<file path="src/rtl/lock_reg_sequencer.sv">
`default_nettype none
// ============================================================================
// Module   : lock_reg_sequencer
// Brief    : Command sequencer in front of a lockable config register.
//            Accepts WRITE/LOCK/READ commands and drives the register strobes.
//            Each write is checked by reading the register back.
//            Every command produces one response pulse.
// Revision : 1.0 - initial release
// ============================================================================
module lock_reg_sequencer #(
    parameter int DATA_W     = 16,
    parameter int VERIFY_LAT = 1
) (
    input  logic              clk,
    input  logic              reset,
    input  logic              cmd_valid,
    output logic              cmd_ready,
    input  logic [1:0]        cmd_op,
    input  logic [DATA_W-1:0] cmd_data,
    input  logic              scan_mode,
    input  logic              debug_unlocked,
    output logic [DATA_W-1:0] reg_data_in,
    output logic              reg_write,
    output logic              reg_lock,
    input  logic [DATA_W-1:0] reg_data_out,
    output logic              rsp_valid,
    output logic [2:0]        rsp_code,
    output logic [DATA_W-1:0] rsp_data,
    output logic              locked
);

    localparam logic [2:0] c_S_IDLE   = 3'd0;
    localparam logic [2:0] c_S_WRITE  = 3'd1;
    localparam logic [2:0] c_S_VERIFY = 3'd2;
    localparam logic [2:0] c_S_LOCK   = 3'd3;
    localparam logic [2:0] c_S_RESP   = 3'd4;
    localparam logic [2:0] c_S_LOCKED = 3'd5;

    localparam logic [1:0] c_OP_WRITE = 2'd0;
    localparam logic [1:0] c_OP_LOCK  = 2'd1;
    localparam logic [1:0] c_OP_READ  = 2'd2;

    localparam logic [2:0] c_RSP_OK      = 3'd0;
    localparam logic [2:0] c_RSP_VFAIL   = 3'd1;
    localparam logic [2:0] c_RSP_LOCKED  = 3'd2;
    localparam logic [2:0] c_RSP_DBG     = 3'd3;
    localparam logic [2:0] c_RSP_BAD_OP  = 3'd4;

    localparam logic [3:0] c_CNT_INIT = 4'(VERIFY_LAT - 1);

    logic [2:0]        r_state;
    logic [3:0]        r_cnt;
    logic [DATA_W-1:0] r_data;
    logic              r_write;
    logic              r_lock;
    logic              r_locked;
    logic              r_rsp_valid;
    logic [2:0]        r_rsp_code;
    logic [DATA_W-1:0] r_rsp_data;
    logic              r_ready;

    logic [2:0]        w_state_nxt;
    logic [3:0]        w_cnt_nxt;
    logic [DATA_W-1:0] w_data_nxt;
    logic              w_write_nxt;
    logic              w_lock_nxt;
    logic              w_locked_nxt;
    logic              w_rsp_valid_nxt;
    logic [2:0]        w_rsp_code_nxt;
    logic [DATA_W-1:0] w_rsp_data_nxt;

    // State register and registered copies of every output
    always_ff @(posedge clk) begin
        if (reset) begin
            r_state     <= c_S_IDLE;
            r_cnt       <= '0;
            r_data      <= '0;
            r_write     <= 1'b0;
            r_lock      <= 1'b0;
            r_locked    <= 1'b0;
            r_rsp_valid <= 1'b0;
            r_rsp_code  <= '0;
            r_rsp_data  <= '0;
            r_ready     <= 1'b1;
        end else begin
            r_state     <= w_state_nxt;
            r_cnt       <= w_cnt_nxt;
            r_data      <= w_data_nxt;
            r_write     <= w_write_nxt;
            r_lock      <= w_lock_nxt;
            r_locked    <= w_locked_nxt;
            r_rsp_valid <= w_rsp_valid_nxt;
            r_rsp_code  <= w_rsp_code_nxt;
            r_rsp_data  <= w_rsp_data_nxt;
            r_ready     <= (w_state_nxt == c_S_IDLE) || (w_state_nxt == c_S_LOCKED);
        end
    end

    // Next-state and next-output decode; commands are decoded in the accept cycle
    always_comb begin
        w_state_nxt     = r_state;
        w_cnt_nxt       = r_cnt;
        w_data_nxt      = r_data;
        w_write_nxt     = 1'b0;
        w_lock_nxt      = 1'b0;
        w_locked_nxt    = r_locked;
        w_rsp_valid_nxt = 1'b0;
        w_rsp_code_nxt  = c_RSP_OK;
        w_rsp_data_nxt  = '0;
        case (r_state)
            c_S_IDLE, c_S_LOCKED: begin
                if (cmd_valid) begin
                    // Default: single-cycle response
                    w_state_nxt     = c_S_RESP;
                    w_rsp_valid_nxt = 1'b1;
                    case (cmd_op)
                        c_OP_WRITE: begin
                            if (r_state == c_S_LOCKED) begin
                                // Lock outranks scan/debug rejection
                                w_rsp_code_nxt = c_RSP_LOCKED;
                            end else if (scan_mode || debug_unlocked) begin
                                w_rsp_code_nxt = c_RSP_DBG;
                            end else begin
                                w_rsp_valid_nxt = 1'b0;
                                w_data_nxt      = cmd_data;
                                w_write_nxt     = 1'b1;
                                w_state_nxt     = c_S_WRITE;
                            end
                        end
                        c_OP_LOCK: begin
                            if (r_state == c_S_IDLE) begin
                                // Lock is honoured regardless of scan/debug
                                w_rsp_valid_nxt = 1'b0;
                                w_lock_nxt      = 1'b1;
                                w_locked_nxt    = 1'b1;
                                w_state_nxt     = c_S_LOCK;
                            end
                        end
                        c_OP_READ: begin
                            w_rsp_data_nxt = reg_data_out;
                        end
                        default: begin
                            w_rsp_code_nxt = c_RSP_BAD_OP;
                        end
                    endcase
                end
            end
            c_S_WRITE: begin
                w_state_nxt = c_S_VERIFY;
                w_cnt_nxt   = c_CNT_INIT;
            end
            c_S_VERIFY: begin
                if (r_cnt == 4'd0) begin
                    w_state_nxt     = c_S_RESP;
                    w_rsp_valid_nxt = 1'b1;
                    w_rsp_code_nxt  = (reg_data_out == r_data) ? c_RSP_OK : c_RSP_VFAIL;
                end else begin
                    w_cnt_nxt = r_cnt - 4'd1;
                end
            end
            c_S_LOCK: begin
                w_state_nxt     = c_S_RESP;
                w_rsp_valid_nxt = 1'b1;
            end
            c_S_RESP: begin
                w_state_nxt = r_locked ? c_S_LOCKED : c_S_IDLE;
            end
            default: begin
                w_state_nxt = c_S_IDLE;
            end
        endcase
    end

    assign cmd_ready   = r_ready;
    assign reg_data_in = r_data;
    assign reg_write   = r_write;
    assign reg_lock    = r_lock;
    assign rsp_valid   = r_rsp_valid;
    assign rsp_code    = r_rsp_code;
    assign rsp_data    = r_rsp_data;
    assign locked      = r_locked;

endmodule
`default_nettype wire

</file>
<file path="config.mk">
export PLATFORM = sky130hd
export DESIGN_NAME = lock_reg_sequencer
export DESIGN_NICKNAME = d
export VERILOG_FILES = /design/src/rtl/lock_reg_sequencer.sv
export SDC_FILE = /design/constraint.sdc
export NUM_CORES = 1
export LEC_CHECK = 0
export ABC_AREA = 1
export CORE_UTILIZATION = 39
export DETAILED_ROUTE_END_ITERATION = 12
export GPL_ROUTABILITY_DRIVEN = 0
export PLACE_DENSITY = 0.75
export SLEW_MARGIN = 10
export SYNTH_ARGS = -nofsm -noshare
export SYNTH_HDL_FRONTEND = slang
export SYNTH_SLANG_ARGS = --single-unit
</file>
<file path="constraint.sdc">
create_clock -name clk -period 1.3 [get_ports clk]
set_input_delay 0.13 -clock clk [delete_from_list [all_inputs] [get_ports clk]]
set_output_delay 0.13 -clock clk [all_outputs]
set_load 0.03 [all_outputs]
</file>
==> Yosys cells after proc, flatten, opt, wreduce, memory -nomap -nowiden <==
Cells that the tools add are included.
{ "totals": {"out_inout_bits": 40, "reg_bits": 47, "wordCells": 69, "input_bits": 39} }
{ "op_classes": {"n_bitwise": 7, "eq_ne": 10, "addsub": 1, "n_mux": 26, "n_reduce_logical": 15} }
{ "op_table": {"columns": ["cell", "n"], "rows": [
  ["$mux W3", 7],
  ["$pmux W3 S2", 3],
  ["$eq A16 B16 Y1", 1],
  ["$pmux W3 S5", 1],
  ["$eq A3 B3 Y1 const B", 3],
  ["$mux W1", 9],
  ["$pmux W4 S2", 1],
  ["$reduce_or A4 Y1", 2],
  ["$not A1 Y1", 7],
  ["$eq A3 B2 Y1 const B", 2],
  ["$logic_not A3 Y1", 2],
  ["$reduce_and A5 Y1", 1],
  ["$reduce_or A5 Y1", 1],
  ["$logic_not A4 Y1", 1],
  ["$mux W2", 2],
  ["$mux W4", 1],
  ["$reduce_and A4 Y1", 1],
  ["$reduce_or A2 Y1", 2],
  ["$sub A4 B1 Y4 const B", 1],
  ["$eq A3 B1 Y1 const B", 1],
  ["$pmux W1 S3", 1],
  ["$eq A2 B1 Y1 const B", 1],
  ["$eq A2 B2 Y1 const B", 1],
  ["$logic_not A2 Y1", 1],
  ["other kinds (5)", 6]
]} }

==> Depth between registers and ports, before layout <==
Gate-level depths: netlist of the first run.
{ "logic_depth": {"ltp_word": 8, "mapped_depth": 10, "ltp_nobuf": 10} }

==> Worst setup path after synthesis of the first run <==
Ideal clock, no wire load.
{ "synth_path": {"kind": "register -> register", "startpoint": "register r_locked, in the netlist locked", "endpoint": "register r_ready, in the netlist cmd_ready", "path_buffers": 0, "path_slack_ns": 0.091, "arrival_ns": 1.098, "synth_period_minus_slack_ns": 1.209, "required_ns": 1.188, "setup_ns": 0.112, "stages_incl_launch_ff": 8, "cell_sequence": "dfxtp_1 -> inv_1 -> nor3_1 -> inv_1 -> nand2_1 -> nand2_1 -> nor2_1 -> nor2_1"} }
{ "synth_between": {"elab_chain_cells": 4, "word_cells_on_any_way": 5, "classes_between": "eq/ne (1); mux (2); reduce/logical (2)"} }
{ "synth_rtl": {"columns": ["item", "line_no", "text"], "rows": [
  ["start, declared", "56", "logic r_locked;"],
  ["start signal, assigned", "91", "r_locked <= w_locked_nxt;"],
  ["$mux W3 *", "166", "w_state_nxt = r_locked ? c_S_LOCKED : c_S_IDLE;"],
  ["$pmux W3 S5 *", "110", "case (r_state)"],
  ["$eq A3 B3 Y1 / $logic_not A3 Y1 (equally long branches)", "95", "r_ready <= (w_state_nxt == c_S_IDLE) || (w_state_nxt == c_S_LOCKED);"],
  ["$logic_or A1 B1 Y1 *", "95", null],
  ["end signal, assigned", "95", null],
  ["end, declared", "60", "logic r_ready;"]
]} }
Mark *: on every way between the ends. The rest lies on a longest branch, timed or not.
A chain may end at the register's enable or synchronous reset.

==> Worst setup path in the final report of the first run <==
{ "layout_path": {"startpoint": "register r_cnt[0]", "endpoint": "register r_ready, in the netlist cmd_ready"} }
{ "layout_between": {"elab_chain_cells": 5, "word_cells_on_any_way": 6, "classes_between": "eq/ne (1); mux (2); reduce/logical (3)"} }
{ "layout_rtl": {"columns": ["item", "line_no", "text"], "rows": [
  ["start, declared", "52", "logic [3:0] r_cnt;"],
  ["start signal, assigned", "87", "r_cnt <= w_cnt_nxt;"],
  ["$logic_not A4 Y1 *", "153", "if (r_cnt == 4'd0) begin"],
  ["$mux W3 *", "153", null],
  ["$pmux W3 S5 *", "110", null],
  ["$eq A3 B3 Y1 / $logic_not A3 Y1 (equally long branches)", "95", null],
  ["$logic_or A1 B1 Y1 *", "95", null]
]} }
Marks and branches as above.

==> results.yml, run 1 <==
sta:
  finalCriticalPeriod_ps: 1310
  fmax_ghz: 0.765
  fin_worst_skew_ps: 6.73
  setup_tns_ps: -6.99
  tightest_slew_ps: 337
  drv_slew: 0
  hold_ws_ps: 397
  final_hold_viol_count: 0
  finalWorstSetupSlack_ps: -6.99
  timing.slew.headroom: 0.776
  fin_crit_sh: 1.01
  setup_viol: 1
  grt_setup_unrepaired: "true"
outcome:
  outcome: "finished, violations left"
  violations: "negative setup slack"
floorplanning:
  io_pins: 79
  core-area_mm2: 0.00488
  die_w_um: 74.3
  rows: 25
  start_util: 0.418
  die-area_mm2: 0.00552
  dieHeight_um: 74.3
hold_path:
  holdPathStages: 3
  min_to: "rsp_data[1]$_SDFF_PP0_"
  hold_start: "reg_data_out[1]"
  hold_path_class: "in -> reg"
clocking:
  cts_buffer_depth: 2
  clock-sinks: 47
  clk_pin_slew_ps: 90
  cts_tree: "yes"
  cts_buffers: 5
  worst_skew_pair.late_latency_ps: 310
  ctsRootBufferMaster: "clkbuf_8"
  cts_htree_levels: 2
route:
  route.vias.total: 2106
  antenna_left: 0
  wire_per_inst_um: 11.6
  drt-pass1-iter-count: 4
  viasPerCell: 4.45
  post-route-drc-count: 0
  drt_first_iter_violations: 72
  routed_wl_mm: 5.47
critical_path:
  crit_path_start_kind: "flip-flop"
  crit_fanout: 5
  crit_path_frequent_cell: "nand2_4"
  cp.arrival_ps: 1550
  cpPeakStageDelay_ps: 330
  reg2reg_from: "r_cnt[0]$_SDFFE_PP0P_"
  reg2reg_depth: 10
  r2r_slack_ps: -7
  crit_type: "reg -> reg"
  cp_slowest_cell: "dfxtp_2"
  crit_required_ps: 1540
  crit_path_end_kind: "flip-flop"
  path_cells: "inv_2 -> ha_4 -> nand3_4 -> nand2_4 -> nand2_4 -> nor2_2 -> nand3_1 -> nand2_1 -> inv_1 -> nor2_1"
  r2r-end: "cmd_ready$_SDFF_PP1_"
cells_and_area:
  layout_commonest_cell: "nand2_1"
  nets: 446
  final_cell_mix: "nand2_1 (66), inv_1 (46), dfxtp_1 (42), buf_4 (41), dlygate4sd2_1 (40)"
  final_area_mm2: 0.00343
  layout.cells.non_filler: 473
  diodes: 0
  layout-drive-gt1-share: 0.249
  areaGrowthSynthToFinish_pct: 68.0
  utilization: 0.702
global_route:
  antenna_found_initial: 0
  grt_max_degree: 24
  grt_remaining_overflow: 0
  grt_pass1_wl_mm: 8.05
  first_global_vias: 1934
  grt.total_usage: 0.194
yosys:
  syn_inst: 282
  syn_avg_cell_area_um2: 7.23
  yosys-top-cells-area: "dfxtp_1 (46%), nand2_1 (13%), inv_1 (8.8%)"
  synth_cell_types: 25
  ys.warnings.count: 0
  yosysTopAreaCellShare: 0.461
  synthesis.area_mm2: 0.00204
  yosys.area.top_type: "dfxtp_1"
  yosysSeqAreaShare: 0.461
  ys_seq_elements: 47
  synth.net_count: 323
power:
  p_leak_nw: 1.74
  vdd_ir_drop_max_uv: 572
  p_per_area_mw_per_mm2: 1040
  fin_total_pwr_mw: 3.55
placed_design:
  portBuffers: 78
  hpwl_mm: 3.91
  dp.cells: 462
  pre_cts_ws_ps: -221
  place_area_mm2: 0.00320
job:
  drv_cap: 0
-- synthesized netlist by cell type, drive strengths merged --
cell / number
xor2: 1
nor3: 4
ha: 2
nor3b: 2
o21a: 1
inv: 51
o22ai: 1
nor2: 46
nand3b: 1
buf: 4
nand2: 73
dfxtp: 47
a21oi: 20
o21ai: 17
clkbuf: 2
nand4: 3
nand3: 7
-- worst max-delay path by stage --
stage | start | end | slack (ps) | cells past startpoint
final | r_cnt[0]$_SDFFE_PP0P_ | cmd_ready$_SDFF_PP1_ | -7 | 10
after global routing | r_cnt[0]$_SDFFE_PP0P_ | cmd_ready$_SDFF_PP1_ | -80 | 9
after CTS | r_state[0]$_SDFF_PP0_ | rsp_valid$_SDFF_PP0_ | 10 | 8
after detailed placement | cmd_op[0] | reg_data_in[3]$_SDFFE_PP0P_ | -220 | 7
after global placement | cmd_op[1] | reg_data_in[3]$_SDFFE_PP0P_ | -160 | 7
after floorplan | locked$_SDFFE_PP0P_ | cmd_ready$_SDFF_PP1_ | 90 | 7
-- where the power goes --
part	leakage, nW	switching, mW	internal, mW
combinational	1.29	0.442	0.402
clock	0.0618	0.520	0.633
sequential	0.384	0.0495	1.51
-- routing by layer --
layer	global-route usage	up-vias	wire length, um
li1	-	1105	-
met1	0.207	939	2210
met2	0.375	58	2970
met3	0.0447	4	243
met4	0.0566	0	46
met5	0	-	0
-- what timing repair did --
| item | 4_1_cts | 5_1_grt |
|---|---|---|
| gates resized for setup | 48 | 29 |
| pin swaps | 0 | 5 |
| setup buffers | 0 | 3 |
| setup endpoints to repair | 60 | 29 |
| hold buffers | 0 | 0 |
| endpoints found under the hold margin | 0 | 0 |
-- registers in the layout, indices dropped and copies added (netlist names) --
| register | count |
|---|---|
| r_cnt | 4 |
| r_state | 3 |
| rsp_valid | 1 |
| reg_lock | 1 |
| cmd_ready | 1 |
| reg_write | 1 |
| rsp_code | 3 |
| reg_data_in | 16 |
| rsp_data | 16 |
| locked | 1 |
-- critical path, delay by kind of cell (launching register included) --
family,cells,cell delay [ps]
buffers and inverters,2,120
flip-flops,1,330
AND/OR/NAND/NOR,7,640
adder cells (fa/ha/maj),1,140
-- layout make-up --
type	instances	area [um2]
Tap cell	67	83.8
Sequential cell	47	952
Fill cell	399	1450
Multi-Input combinational cell	178	977
Clock buffer	6	82.6
Timing Repair Buffer	122	1100
Inverter	51	194
Clock inverter	2	38.8
-- cell families after synthesis --
group                    after synthesis  share of synthesized area
AND/OR/NAND/NOR                      136                      0.303
XOR/XNOR                               1                    0.00430
AO/OA/AOI/OAI                         39                      0.101
flip-flops                            47                      0.461
adder cells (fa/ha/maj)                2                     0.0123
buffers and inverters                 57                      0.118
Note: power is estimated with default switching activity, not from simulation.
==> inputs of run 2 (changes only) <==
--- a/config.mk
+++ b/config.mk
@@ -5,11 +5,11 @@
 export SDC_FILE = /design/constraint.sdc
 export NUM_CORES = 1
 export LEC_CHECK = 0
-export ABC_AREA = 1
+export ABC_CLOCK_PERIOD_IN_PS = 1300
 export CORE_UTILIZATION = 39
 export DETAILED_ROUTE_END_ITERATION = 12
 export GPL_ROUTABILITY_DRIVEN = 0
-export PLACE_DENSITY = 0.75
+export PLACE_DENSITY = 0.76
 export SLEW_MARGIN = 10
 export SYNTH_ARGS = -nofsm -noshare
 export SYNTH_HDL_FRONTEND = slang
==> run 2 against run 1 <==
Against the previous run:
- the flow still finishes with violations (negative setup slack)
- combinational power rose by 15%
- clock power fell by 25%
- via count is 7.1% lower
- final cell count fell by 17%
- count of clock-buffer cells in the layout increased by 1
- sequential share of layout area down 1.1 points
- first-iteration DRC count is 51% higher
- worst hold slack worse by 2.9 ps
- largest cell class is now multi-input gates
- critical path depth fell by 5
==> results.yml, run 2 <==
floorplanning:
  rows: 25
  core-area_mm2: 0.00479
  die_w_um: 73.2
  start_util: 0.413
  dieHeight_um: 73.2
  die-area_mm2: 0.00536
  io_pins: 79
critical_path:
  crit_path_frequent_cell: "or4_4"
  crit_type: "reg -> reg"
  crit_path_start_kind: "flip-flop"
  cp_slowest_cell: "or4_4"
  path_cells: "or4_4 -> or4_4 -> buf_12 -> mux2i_1 -> nor2_1"
  cp.arrival_ps: 2070
  crit_path_end_kind: "flip-flop"
  crit_fanout: 16
  crit_required_ps: 1500
  cpPeakStageDelay_ps: 530
sta:
  fin_worst_skew_ps: 8.12
  setup_viol: 45
  timing.slew.headroom: 0.730
  finalCriticalPeriod_ps: 1880
  drv_slew: 0
  fin_crit_sh: 1.44
  fmax_ghz: 0.533
  hold_ws_ps: 394
  final_hold_viol_count: 0
  grt_setup_unrepaired: "true"
  tightest_slew_ps: 401
  finalWorstSetupSlack_ps: -576
cells_and_area:
  area.sequential_um2: 950
  diodes: 0
  fillers: 330
  areaGrowthSynthToFinish_pct: 79.7
  nets: 364
  final_cell_mix: "dfxtp_1 (42), clkdlybuf4s50_1 (36), dlygate4sd2_1 (35), buf_4 (31), nor2_1 (17)"
  layout-drive-gt1-share: 0.330
  layout_commonest_cell: "dfxtp_1"
  multi_input_area_mm2: 0.00124
  final_area_mm2: 0.00355
power:
  seqPwrFrac: 0.454
  p_per_area_mw_per_mm2: 945
  vdd_ir_drop_max_uv: 535
  p_sw_uw: 967
  p_comb_frac: 0.290
  p_leak_nw: 1.64
  swShare: 0.288
  power.share.clock: 0.256
  internal-power_mw: 2.39
yosys:
  yosysTopAreaCellShare: 0.476
  yosysSeqAreaShare: 0.476
  synthFlopType: "dfxtp_1"
  synth_cell_types: 41
  synth.most_common_cell: "dfxtp_1"
  yosys.area.top_type: "dfxtp_1"
  syn_avg_cell_area_um2: 9.88
  synthArstFlopShare: 0
  synthesis.area_mm2: 0.00198
  ys_seq_elements: 47
  synth_edf_count: 0
  yosys-top-cells-area: "dfxtp_1 (48%), mux2i_1 (8.6%), xnor2_1 (7.1%)"
  synth.net_count: 241
  ys.warnings.count: 0
  syn_inst: 200
  synth_common_cells: "dfxtp_1 (47), nor2_1 (19), and2_1 (17), mux2i_1 (17), xnor2_1 (16)"
hold_path:
  hold_path_class: "in -> reg"
clocking:
  cts_buffer_depth: 2
  cts_buffers: 5
  worst_skew_pair.late_latency_ps: 300
  cts_htree_levels: 2
  clock-sinks: 47
  ctsRootBufferMaster: "clkbuf_8"
  clk_pin_slew_ps: 90
  cts_tree: "yes"
placed_design:
  hpwl_mm: 4.07
  portBuffers: 78
  place_area_mm2: 0.00309
route:
  routed_wl_mm: 6.81
  wire_per_inst_um: 17.4
  viasPerCell: 5.00
  post-route-drc-count: 0
  antenna_left: 0
  drt-pass1-iter-count: 4
  route.vias.total: 1956
  drt_first_iter_violations: 109
global_route:
  grt.total_usage: 0.235
  antenna_found_initial: 0
  first_global_vias: 1866
  grt_max_degree: 17
  grt_pass1_wl_mm: 9.29
  grt_remaining_overflow: 0
job:
  drv_cap: 0
outcome:
  violations: "negative setup slack"
  outcome: "finished, violations left"
-- run 2: cell types whose count changed after synthesis, sizes merged, moves of 15 or more --
cell,previous run,this run
nand2,73,7
inv,51,6
nor2,46,19
and2,0,17
mux2i,0,17
xnor2,0,16
a21oi,20,5
-- run 2: layout make-up --
type | instances | share of cell area
timing repair buffer | 125 | 0.332
clock inverter | 1 | 0.00141
tap | 67 | 0.0236
multi-input combinational | 138 | 0.348
inverter | 6 | 0.00634
clock buffer | 7 | 0.0215
sequential | 47 | 0.267
-- run 2: final timing paths --
kind	endpoint	depth (start not counted)	start	slack [ps]
worst max-delay path	reg_data_in[2]$_SDFFE_PP0P_	5	r_state[2]$_SDFF_PP0_	-580
worst min-delay path	rsp_code[1]$_SDFF_PP0_	4	scan_mode	390
worst max register to register	reg_data_in[2]$_SDFFE_PP0P_	5	r_state[2]$_SDFF_PP0_	-580
worst min register to register	r_cnt[3]$_SDFFE_PP0P_	2	r_cnt[3]$_SDFFE_PP0P_	540
-- run 2: critical path, delay by kind of cell, from the launching register on --
family,cells,cell delay [ps]
AND/OR/NAND/NOR,3,1030
flip-flops,1,340
buffers and inverters,1,180
multiplexers,1,220
-- run 2: routing by layer --
metal,vias to the layer above,part of all wire,global-route usage
li1,953,-,-
met1,922,0.43,0.290
met2,66,0.50,0.404
met3,15,0.042,0.0580
met4,0,0.027,0.0697
met5,-,0,0
-- run 2: per-stage QoR --
step	std cells	power, mW	setup TNS, ps	setup WS (ps)	util
2_1_floorplan	200	1.88	-11740	-524	-
6_report	391	3.36	-21430	-576	0.742
3_3_place_gp	367	2.23	-22330	-733	0.646
5_1_grt	391	3.48	-22960	-601	0.742
3_5_place_dp	367	2.24	-23100	-774	0.646
4_1_cts	387	3.22	-17760	-528	0.707
-- run 2: what timing repair did --
item                       CTS  global route
setup buffers               11             5
pin swaps                   25            16
hold buffers                 0             0
cloned                       1             0
gates resized for setup     78            34
setup endpoints to repair   82            48
-- run 2: kinds of logic (layout without fill, tap and decap cells) --
family          count (synthesis)  in the layout  synth area share
simple gates                   75             75             0.213
flops                          47             47             0.476
compound gates                 28             28             0.105
mux                            17             17            0.0861
xor+xnor                       16             16            0.0709
buf+inv                        15            139            0.0361
fa+ha+maj                       2              2            0.0127
-- run 2: power groups by stage --
| stage | combinational [mW] | sequential, mW | clock, mW |
|---|---|---|---|
| after CTS | 0.838 | 1.52 | 0.868 |
| final | 0.973 | 1.52 | 0.860 |
| after floorplan | 0.262 | 1.62 | 0 |
| after detailed placement | 0.685 | 1.55 | 0 |
| after global routing | 1.01 | 1.53 | 0.934 |
| after global placement | 0.679 | 1.55 | 0 |
